===== config.mk =====
export PLATFORM = sky130hd
export DESIGN_NAME = serial_add_sub
export DESIGN_NICKNAME = d
export VERILOG_FILES = /design/src/rtl/serial_arith_pkg.sv /design/src/rtl/full_adder_cell.sv /design/src/rtl/serial_add_sub.sv
export SDC_FILE = /design/constraint.sdc
export NUM_CORES = 1
export LEC_CHECK = 0
export BUFFER_PORTS_ARGS = -buffer_cell sky130_fd_sc_hd__buf_2
export CAP_MARGIN = 10
export CORE_MARGIN = 5
export CORE_UTILIZATION = 48
export DETAILED_ROUTE_END_ITERATION = 8
export GPL_ROUTABILITY_DRIVEN = 0
export GPL_TIMING_DRIVEN = 0
export HOLD_SLACK_MARGIN = 0.08
export PLACE_DENSITY = 0.79
export SLEW_MARGIN = 20
export SYNTH_ARGS = -nofsm -noshare
export SYNTH_HDL_FRONTEND = slang
export SYNTH_HIERARCHICAL = 1
export SYNTH_SLANG_ARGS = --single-unit
export TNS_END_PERCENT = 1

===== constraint.sdc =====
create_clock -name clk -period 1.2 [get_ports clk]
set_input_delay 0.12 -clock clk [delete_from_list [all_inputs] [get_ports clk]]
set_output_delay 0.12 -clock clk [all_outputs]
set_load 0.02 [all_outputs]

===== src/rtl/serial_arith_pkg.sv =====
// Shared definitions for the bit-serial arithmetic datapath: FSM states,
// operation select encodings and a counter-width helper.
package serial_arith_pkg;

    typedef enum logic [1:0] {
        IDLE = 2'd0,
        RUN  = 2'd1,
        DONE = 2'd2
    } state_t;

    localparam logic OP_ADD = 1'b0;
    localparam logic OP_SUB = 1'b1;

    // Bits needed to count 0..value-1 (at least one bit).
    function automatic int clog2(input int value);
        int w;
        w = 0;
        for (int v = value - 1; v > 0; v = v >> 1) begin
            w++;
        end
        if (w == 0) begin
            w = 1;
        end
        return w;
    endfunction

endpackage


===== src/rtl/full_adder_cell.sv =====
// One-bit combinational full adder; the only arithmetic cell in the serial datapath.
module full_adder_cell (
    input  logic a,
    input  logic b,
    input  logic cin,
    output logic sum,
    output logic cout
);

    assign sum  = a ^ b ^ cin;
    assign cout = (a & b) | (cin & (a ^ b));

endmodule


===== src/rtl/serial_add_sub.sv =====
// Bit-serial adder/subtractor, LSB first, one bit per clock.
// Define SERIAL_ADD_SUB_OVERFLOW_EN to add the signed-overflow output.
//
// state | meaning
// IDLE  | waiting for start_valid; start_ready high
// RUN   | shifting one bit per edge through the full adder
// DONE  | result held until done_ready handshake
module serial_add_sub
    import serial_arith_pkg::*;
#(
    parameter int WIDTH = 8
) (
    input  logic             clk,
    input  logic             rst_n,
    input  logic             start_valid,
    output logic             start_ready,
    input  logic             op_sub,
    input  logic [WIDTH-1:0] a,
    input  logic [WIDTH-1:0] b,
    output logic [WIDTH-1:0] result,
    output logic             carry_out,
    output logic             done_valid,
    input  logic             done_ready,
    output logic             busy
`ifdef SERIAL_ADD_SUB_OVERFLOW_EN
    ,
    output logic             overflow
`endif
);

    localparam int CNT_W = clog2(WIDTH);
    localparam logic [CNT_W-1:0] LAST_BIT = CNT_W'(WIDTH - 1);

    state_t           state;
    logic [WIDTH-1:0] a_sr;
    logic [WIDTH-1:0] b_sr;
    logic             carry;
    logic [CNT_W-1:0] cnt;
    logic             bit_sum;
    logic             bit_carry;

    full_adder_cell u_fa (
        .a    (a_sr[0]),
        .b    (b_sr[0]),
        .cin  (carry),
        .sum  (bit_sum),
        .cout (bit_carry)
    );

    assign start_ready = (state == IDLE);

    always_ff @(posedge clk or negedge rst_n) begin
        if (!rst_n) begin
            state      <= IDLE;
            a_sr       <= '0;
            b_sr       <= '0;
            carry      <= 1'b0;
            cnt        <= '0;
            result     <= '0;
            carry_out  <= 1'b0;
            done_valid <= 1'b0;
            busy       <= 1'b0;
`ifdef SERIAL_ADD_SUB_OVERFLOW_EN
            overflow   <= 1'b0;
`endif
        end else begin
            case (state)
                IDLE: begin
                    if (start_valid) begin
                        // Subtraction is a + ~b + 1: invert B and seed the carry.
                        a_sr  <= a;
                        b_sr  <= (op_sub == OP_SUB) ? ~b : b;
                        carry <= op_sub;
                        cnt   <= '0;
                        busy  <= 1'b1;
                        state <= RUN;
                    end
                end
                RUN: begin
                    a_sr   <= a_sr >> 1;
                    b_sr   <= b_sr >> 1;
                    carry  <= bit_carry;
                    result <= {bit_sum, result[WIDTH-1:1]};
                    cnt    <= cnt + CNT_W'(1);
                    if (cnt == LAST_BIT) begin
                        carry_out  <= bit_carry;
                        done_valid <= 1'b1;
`ifdef SERIAL_ADD_SUB_OVERFLOW_EN
                        // carry still holds the carry into the MSB on this edge.
                        overflow   <= carry ^ bit_carry;
`endif
                        state      <= DONE;
                    end
                end
                DONE: begin
                    if (done_ready) begin
                        done_valid <= 1'b0;
                        busy       <= 1'b0;
                        state      <= IDLE;
                    end
                end
                default: begin
                    state <= IDLE;
                end
            endcase
        end
    end

endmodule


==> results of run 1 <==
[worst max-delay path: cells and delay by family (launching register included)]
kind,cells,cell delay [ns]
AND/OR/NAND/NOR,1,0.14
buffers and inverters,2,0.30
flip-flops,1,0.43
AO/OA/AOI/OAI,1,0.31
[how the worst max path moves through the flow]
stage | startpoint | to | slack, ns | depth (start not counted)
6_report | state[0] | b_sr[6] | -0.09 | 4
3_5_place_dp | state[0] | b_sr[6] | -0.12 | 3
2_1_floorplan | carry | result[7] | -0.02 | 2
4_1_cts | state[1] | result[7] | -0.12 | 4
5_1_grt | state[0] | carry | -0.15 | 5
3_3_place_gp | state[1] | result[5] | -0.1 | 4
[registers in the layout, indices dropped and copies added, names as in the netlist]
register    cells
a_sr            8
b_sr            8
busy            1
carry           1
carry_out       1
cnt             3
done_valid      1
result          8
state           2
[report_power, final]
part	switching, mW	internal, mW	total, mW
clock network	0.374	0.340	0.713
logic	1.16	1.33	2.49
registers	0.385	1.57	1.95
[kinds of logic (layout without fill, tap and decap cells)]
kind of cell,Yosys count,count (layout),share of synthesized area [%]
fa+ha+maj,4,4,3.58
simple gates,29,29,9.33
xor+xnor,8,8,4.35
mux,10,10,7.00
flops,33,33,51.3
compound gates,48,48,19.9
buf+inv,16,69,4.51
[layout make-up]
| cell class | count | area share, % |
|---|---|---|
| Tap cell | 46 | 2.64 |
| Clock buffer | 7 | 2.98 |
| Clock inverter | 1 | 0.229 |
| Buffer | 11 | 4.53 |
| Sequential cell | 33 | 37.9 |
| Multi-Input combinational cell | 99 | 37.2 |
| Timing Repair Buffer | 45 | 13.6 |
| Inverter | 5 | 0.860 |
[timing repair]
action / in CTS / in global routing
setup endpoints to repair: 30 / 34
pin swaps: 5 / 2
resized for setup: 21 / 14
hold endpoints to repair: 41 / 0
hold buffers: 9 / 0
setup buffers: 2 / 3
[cells in the final DEF, fill, tap and decap left out, types with 8 or more instances in the layout]
cell | netlist | final
buf_2 | 7 | 33
dfrtp_1 | 33 | 32
a21oi_1 | 13 | 13
buf_4 | 1 | 9
nand2_1 | 10 | 9
dlygate4sd3_1 | 0 | 9
nor2b_1 | 8 | 8
o21ai_0 | 12 | 8
mux2_4 | 0 | 8
[metal layers]
layer,part of all wire (%),GRT usage [%]
met5,0,0
met4,1.6,7.69
met3,5.8,4.93
met2,47,29.0
met1,45,23.2
[per-stage QoR]
stage	setup TNS, ns	instance area (µm²)	utilization, %
detailed placement	-1.97	1850	56.3
floorplan	-0.101	1640	-
global route	-3.07	2180	66.4
CTS	-2.07	2100	63.9
finish	-1.49	2180	66.4
global placement	-1.32	1850	56.3
==> impl_results.md, run 1 <==
- Status: complete, but fails checks
- Failing checks: setup timing
- Register area: 827 µm²
- Count of warnings emitted by yosys: 6
- Final routed DRC violation total: 0
- DP Wirelength: between 2 and 2.5 mm
- Clock Latency Late Sink: 0.33 ns
- DIE HEIGHT: 67.9 µm
- Worst Tran Pin Value: about 0.73 ns
- Arr. time, crit path: 1.50 ns
- CTS tree: done
- Largest net degree at the start of global routing: 34
- Fill count: 256
- Reg2Reg Capture Point: b_sr[6]
- Vias/cell: 5.35
- Worst hold path startpoint: a[0]
- WHS Endpoint: a_sr[0]
- First-pass GRT wire length: 6.22 mm
- Drt pass-1 iters: 4
- Req. time, crit path: 1.41 ns
- PortBufs: 31
- Worst path max stage delay: 0.43 ns
- Routed wire length: 3.70 mm
- Tot GR Track Use: 18.2%
- Post-synth top cells: 33 x dfrtp_1, 13 x a21oi_1, 12 x o21ai_0
- Cell Chain, Critical Path: nor2b_1 > buf_4 > buf_8 > a221o_1
- R2R cell count: 4
- CP Max Fanout: 10
- Multi-input gate area: 812 µm²
- Place WS: -0.118 ns
- Yosys top cell by area: dfrtp_1
- Async S/R FF share, synth: 100%
- Max-slew headroom: around 51%
- Final Cycle Share: 108%
- Initial antenna violation count: 0
- DRT iter0 DRCs: about 80
- Rows: 21
- Die Area: 0.00461 mm²
- N_diodes: 0
- EDFF count, synth: 0
- # clock sinks: 33
- VDD IR max: about 1.0 mV
- Fmax: 0.773 GHz
- Nets: 225
- Syn_area_per_cell: 10.9 µm²
- Num ports: 33
- Placed cell count: about 230
- Vias: ~1,300
- Final min period: 1.29 ns
- Final Slew Violations: 0
- Post-route worst setup slack: -0.0941 ns
- Origin of the critical flop-to-flop path: state[0]
- Most frequent cell after synthesis: dfrtp_1
- Routed WL per cell: 15.0 µm
- Maxcap violations: 0
- Layout Skew: 0.00662 ns
- Worst-path clk slew: 0.10 ns
- Pwr Total: 5.16 mW
- Layout Cells excl Fill: 247
- Clock Tree Buf Depth: 2
- H-tree level count: 2
- WHS: 0.0852 ns
- Num CTS Buffers: 5
- Share of layout cells above drive strength 1: 39.3%
- Hold depth: 3
- Synth Instances: ~150
- Area grow syn2layout: 35.6%
- Reg2reg setup slack: -0.09 ns
- Setup-failing EPs final: 26
- Worst Path Class, Setup: reg2reg
- Synthesized area: 0.00161 mm²
- Syn_nets: 173
- Vias in the first global route: 1,342
- Core area: 0.00328 mm²
- Antenna Nets Post-Route: 0
- Worst setup SP type: flip-flop
- Slowest-stage cell, CP: dfrtp_1
- Die width: 67.9 µm
- CTS root buffer: clkbuf_4
- Worst Hold Class: in2reg
- RSZ-0062 raised after global routing: true
- Hold Vio Cnt, Final: 0
- FF+latch count, synth: 33
- PD cells: 2360 mW/mm²
- Seq/Total Area, Yosys: 51.3%
- Post-synth top area share: 51.3%
- Static Leak: 1.01 nW
- Starting Density: about half
- Grt ovf: 0
- Distinct cell type count after synthesis: 27
- Critical Path End Type: flip-flop
- Dominant synthesized flop cell: dfrtp_1
- Largest cells by area after synthesis: dfrtp_1 51%, mux2_2 7.0%, a22oi_1 4.7%, a21oi_1 4.0%, xnor2_1 3.8%
No activity file was read; power rests on OpenSTA's default activity.
==> inputs of run 2 (changes only) <==
- CORE_UTILIZATION: 48 -> 55
- PLACE_DENSITY: 0.79 -> 0.85
- clock period: 1.2 -> 1.5 ns (I/O delays scaled with it)
==> run 2 against run 1 <==
The run now ends clean; sequential power fell by 23%; sequential share of layout area rose by 5.7 points; first-iteration DRC count fell by 37%; die area fell by 11%; hold slack improved by 0.017 ns; non-clock buffer count fell by 12; clock power fell by 21%; setup slack improved by 0.20 ns; register-to-register slack improved by 0.20 ns; global-route usage rose by 0.16 points; flip-flop and latch count did not move; wire length fell by 9.2%; critical path type is now reg2out.
==> impl_results.md, run 2 (synthesis gave the netlist of run 1 again) <==
- Num CTS Buffers: 5
- Die width: 64.1 µm
- Reg2Reg Capture Point: result[5]
- Worst hold path startpoint: a[3]
- Fmax: between 0.7 and 0.8 GHz
- H-tree level count: 2
- Status: finished, final reports clean
- Final Slew Violations: 0
- Setup Buffers After CTS: 0
- Commonest non-fill, non-tap cell in the layout: buf_2
- Hold Vio Cnt, Final: 0
- Routed wire length: 3.36 mm
- Antenna Nets Post-Route: 0
- Post-route worst setup slack: 0.102 ns
- Setup-failing EPs final: 0
- Static Leak: between 0.8 and 0.9 nW
- Arr. time, crit path: approximately 1.3 ns
- Starting Density: around 58%
- Routing usage on met3: 4.73%
- Origin of the critical flop-to-flop path: state[1]
- CP Max Fanout: 10
- Final routed DRC violation total: 0
- PD cells: approximately 1900 mW/mm²
- Final Cycle Share: 93.2%
- Busiest grt layer: met2
- Worst-path clk slew: 0.09 ns
- PortBufs: 31
- Num ports: 33
- Initial antenna violation count: 0
- Worst Tran Pin Value: 0.719 ns
- Vias in the first global route: approximately 1,300
- Maxcap violations: 0
- Drt pass-1 iters: 4
- Nets: 213
- Fill count: 215
- Routed WL per cell: 15.3 µm
- DIE HEIGHT: between 60 and 70 µm
- Req. time, crit path: 1.35 ns
- Worst Path Class, Setup: reg2out
- Grt ovf: 0
- Tot GR Track Use: 18.3%
- Vias/cell: 5.74
- Die Area: 0.00411 mm²
- Rows: 19
- Setup crit start: state[1]
- Vias: 1,262
- N_diodes: 0
- CTS root buffer: clkbuf_4
- # clock sinks: 33
- Place WS: approximately 0.072 ns
- R2R cell count: 4
- Max-slew headroom: between 50% and 60%
- Clock Latency Late Sink: ~0.33 ns
- RSZ-0062 raised after global routing: false
- DP Wirelength: about 2.5 mm
- Grt met1 use: roughly a fifth
- Worst Hold Class: in2reg
- Most frequent cells in the layout: 39 x buf_2, 32 x dfrtp_1, 13 x a21oi_1
- Worst setup SP type: flip-flop
- Hold depth: 3
- Final min period: 1.40 ns
- Critical Path End Type: output port
- First-pass GRT wire length: 5.98 mm
- Share of layout cells above drive strength 1: 32.3%
- Reg2reg setup slack: 0.10 ns
- CTS tree: done
- TNS Setup: 0 ns
- DRT iter0 DRCs: between 50 and 60
- Core area: 0.00278 mm²
- Largest net degree at the start of global routing: 34
- Largest regs: a_sr (8), b_sr (8), result (8)
- Met2 usage: 32.4%
- Area grow syn2layout: 17.9%
- WHS Endpoint: a_sr[3]
- Clock Tree Buf Depth: 2
- Layout Skew: 0.00734 ns
- VDD IR max: approximately 1.7 mV
==> run 2: worst max-delay path by stage <==
stage	cells after the start	end
floorplan	4	result[4]
global route	4	result[4]
global placement	4	result[7]
CTS	3	start_ready
finish	3	start_ready
detailed placement	4	result[5]
==> run 2: power breakdown <==
| group | internal (mW) | leakage, nW | switching (mW) |
|---|---|---|---|
| combinational | 0.708 | 0.442 | 0.818 |
| sequential | 1.26 | 0.412 | 0.259 |
| clock | 0.272 | 0.0413 | 0.290 |
| total | 2.23 | 0.895 | 1.37 |
==> run 2: what timing repair did <==
item                       in CTS  in global routing
gates resized for setup         2                  2
setup endpoints to repair       1                  5
hold endpoints to repair       34                  0
hold buffers                    2                  0
==> run 2: cell type report <==
| type | instances | area [µm²] | area share (%) |
|---|---|---|---|
| clock inverter | 1 | 5.00 | 0.264 |
| buffer | 11 | 56.3 | 2.97 |
| inverter | 5 | 18.8 | 0.989 |
| tap | 31 | 38.8 | 2.04 |
| clock buffer | 7 | 65.1 | 3.43 |
| sequential | 33 | 827 | 43.6 |
| timing repair buffer | 33 | 175 | 9.23 |
| multi-input combinational | 99 | 711 | 37.5 |
==> run 2: stage by stage <==
step | area [µm²] | hold WS (ns) | total power [mW] | cells | util [%]
after floorplan | 1610 | -0.146 | 2.59 | 148 | -
after global routing | 1900 | 0.111 | 3.90 | 220 | 68.2
after detailed placement | 1800 | 0.247 | 3.07 | 210 | 64.8
final | 1900 | 0.103 | 3.60 | 220 | 68.2
after global placement | 1800 | 0.233 | 2.98 | 210 | 64.8
after CTS | 1900 | 0.0954 | 3.65 | 220 | 68.2
==> run 2: critical path: stages, from the launching register on <==
cell,delay [ns]
dfrtp_2,0.46
buf_2,0.20
nor2_1,0.09
buf_2,0.17
==> run 2: per-layer routing <==
metal	share of wire, %	up-vias
li1	-	611
met1	41	610
met2	52	36
met3	6.1	5
met4	1.3	0
met5	0	-
==> inputs of run 3 (changes only) <==
- RECOVER_POWER: not set -> 100
==> run 3 against run 2 <==
Critical path depth is the same; critical path type unchanged; highest routed layer unchanged; first-iteration DRC count is 19% lower; non-clock buffer count did not move; setup slack got worse by 0.022 ns.
==> impl_results.md, run 3 (synthesis gave the netlist of run 1 again) <==
- RSZ-0062 raised after global routing: false
- Num ports: 33
- Vias: 1,257
- Num CTS Buffers: 5
- Layout Skew: 0.00727 ns
- Area grow syn2layout: 16.5%
- DP Wirelength: around 2.5 mm
- Final instance area: 0.00187 mm²
- Antenna Nets Post-Route: 0
- Maxcap violations: 0
- Clock Tree Buf Depth: 2
- H-tree level count: 2
- Setup Buffers After CTS: 0
- Critical Path End Type: output port
- Static Leak: between 0.8 and 0.9 nW
- Slowest-stage cell, CP: dfrtp_2
- Worst-path clk slew: 0.09 ns
- Register area: 827 µm²
- Top Layer Used: met4
- DRT iter0 DRCs: between 40 and 50
- CTS root buffer: clkbuf_4
- Routed met3 length: roughly 170 µm
- Final routed DRC violation total: 0
- Fmax: approximately 0.70 GHz
- Initial antenna violation count: 0
- VDD IR max: about 1.7 mV
- Worst hold path startpoint: a[3]
- Commonest non-fill, non-tap cell in the layout: dfrtp_1
- TNS Setup: 0 ns
- Starting Density: 57.8%
- Worst Path Class, Setup: reg2out
- CTS tree: done
- Max-slew headroom: 46.5%
- N_diodes: 0
- Cell Chain, Critical Path: buf_2 > nor2_1 > clkbuf_2
- Largest regs: a_sr (8), b_sr (8), result (8)
- Final Slew Violations: 0
- Hold Vio Cnt, Final: 0
- Layout Cells excl Fill: 220
- Setup-failing EPs final: 0
- PD cells: between 1500 and 2000 mW/mm²
- Tot GR Track Use: 18.3%
- Placed cell count: 210
- Final min period: 1.42 ns
- Grt ovf: 0
- Arr. time, crit path: 1.27 ns
- Die Area: 0.00411 mm²
- Most frequent cells in the layout: 32 x dfrtp_1, 24 x buf_2, 13 x a21oi_1, 13 x clkbuf_1, 12 x o21ai_0
- CP Max Fanout: 10
- Multi-input gate area: 703 µm²
- Origin of the critical flop-to-flop path: state[1]
- DIE HEIGHT: 64.1 µm
- Worst setup SP type: flip-flop
- Met1 WL: 1.44 mm
- Worst path max stage delay: 0.46 ns
- Routed WL per cell: between 15 and 20 µm
- First-pass GRT wire length: between 5 and 6 mm
- Clock Latency Late Sink: 0.33 ns
- Worst Hold Class: in2reg
- Share of layout cells above drive strength 1: 25.4%
- Core area: 0.00278 mm²
- Final Cycle Share: a little over nine tenths
- Finished Core Util: between 60% and 70%
- Status: finished, final reports clean
- Setup crit start: state[1]
- PortBufs: 31
- # clock sinks: 33
- Crit path buf inv count: 2
- Fill count: between 200 and 250
- Placed inst area: 0.00180 mm²
- Routed wire length: 3.40 mm
- Cell family with most CP delay: flip-flops
- Largest net degree at the start of global routing: 34
- Worst Tran Pin Value: 0.803 ns
- Met2 Wirelength: around 1.8 mm
- Vias/cell: about 5.7
- Die width: 64.1 µm
- Vias in the first global route: 1,307
- Drt pass-1 iters: 4
- Rows: 19
- Req. time, crit path: 1.35 ns
- Nets: around 210
run 3: through the flow:
stage	hold slack [ns]	total power, mW	setup WS, ns
floorplan	-0.146	2.59	0.225
global placement	0.233	2.98	0.110
detailed placement	0.247	3.07	0.0715
CTS	0.0954	3.65	0.0361
global route	0.111	3.86	0.0134
finish	0.104	3.57	0.0799
run 3: final timing paths:
check / endpoint / slack, ns / cells past startpoint
worst min-delay path: a_sr[3] / 0.10 / 3
worst max register to register: result[5] / 0.09 / 4
max in group asynchronous: state[1] / 0.51 / 2
worst min register to register: result[0] / 0.51 / 1
worst max-delay path: start_ready / 0.08 / 3
min in group asynchronous: carry_out / 0.43 / 2
run 3: cell type report:
class	instances	area share (%)
inverter	5	1.00
clock inverter	1	0.267
clock buffer	7	3.47
sequential	33	44.1
timing repair buffer	33	8.61
tap	31	2.07
multi-input combinational	99	37.5
buffer	11	2.94
run 3: report_power, final:
part           internal (mW)  total [mW]  leakage, nW  switching, mW
Clock                  0.272       0.562       0.0413          0.291
Sequential              1.26        1.52        0.412          0.264
Combinational          0.666        1.48        0.406          0.817
run 3: worst min-delay path, cell delays in order:
cell and delay [ns]:
buf_2 0.08, a21oi_1 0.04, o21ai_0 0.13
run 3: metal layers:
metal	up-vias	global-route usage, %
met3	5	4.73
li1	607	-
met4	0	6.87
met5	-	0
met1	617	21.2
met2	28	32.4
run 3: what timing repair did:
action	4_1_cts	5_1_grt
endpoints found under the setup margin	1	5
gates resized for setup	2	2
pin swaps	0	0
hold endpoints to repair	34	0
gates cloned	0	0
hold buffers	2	0
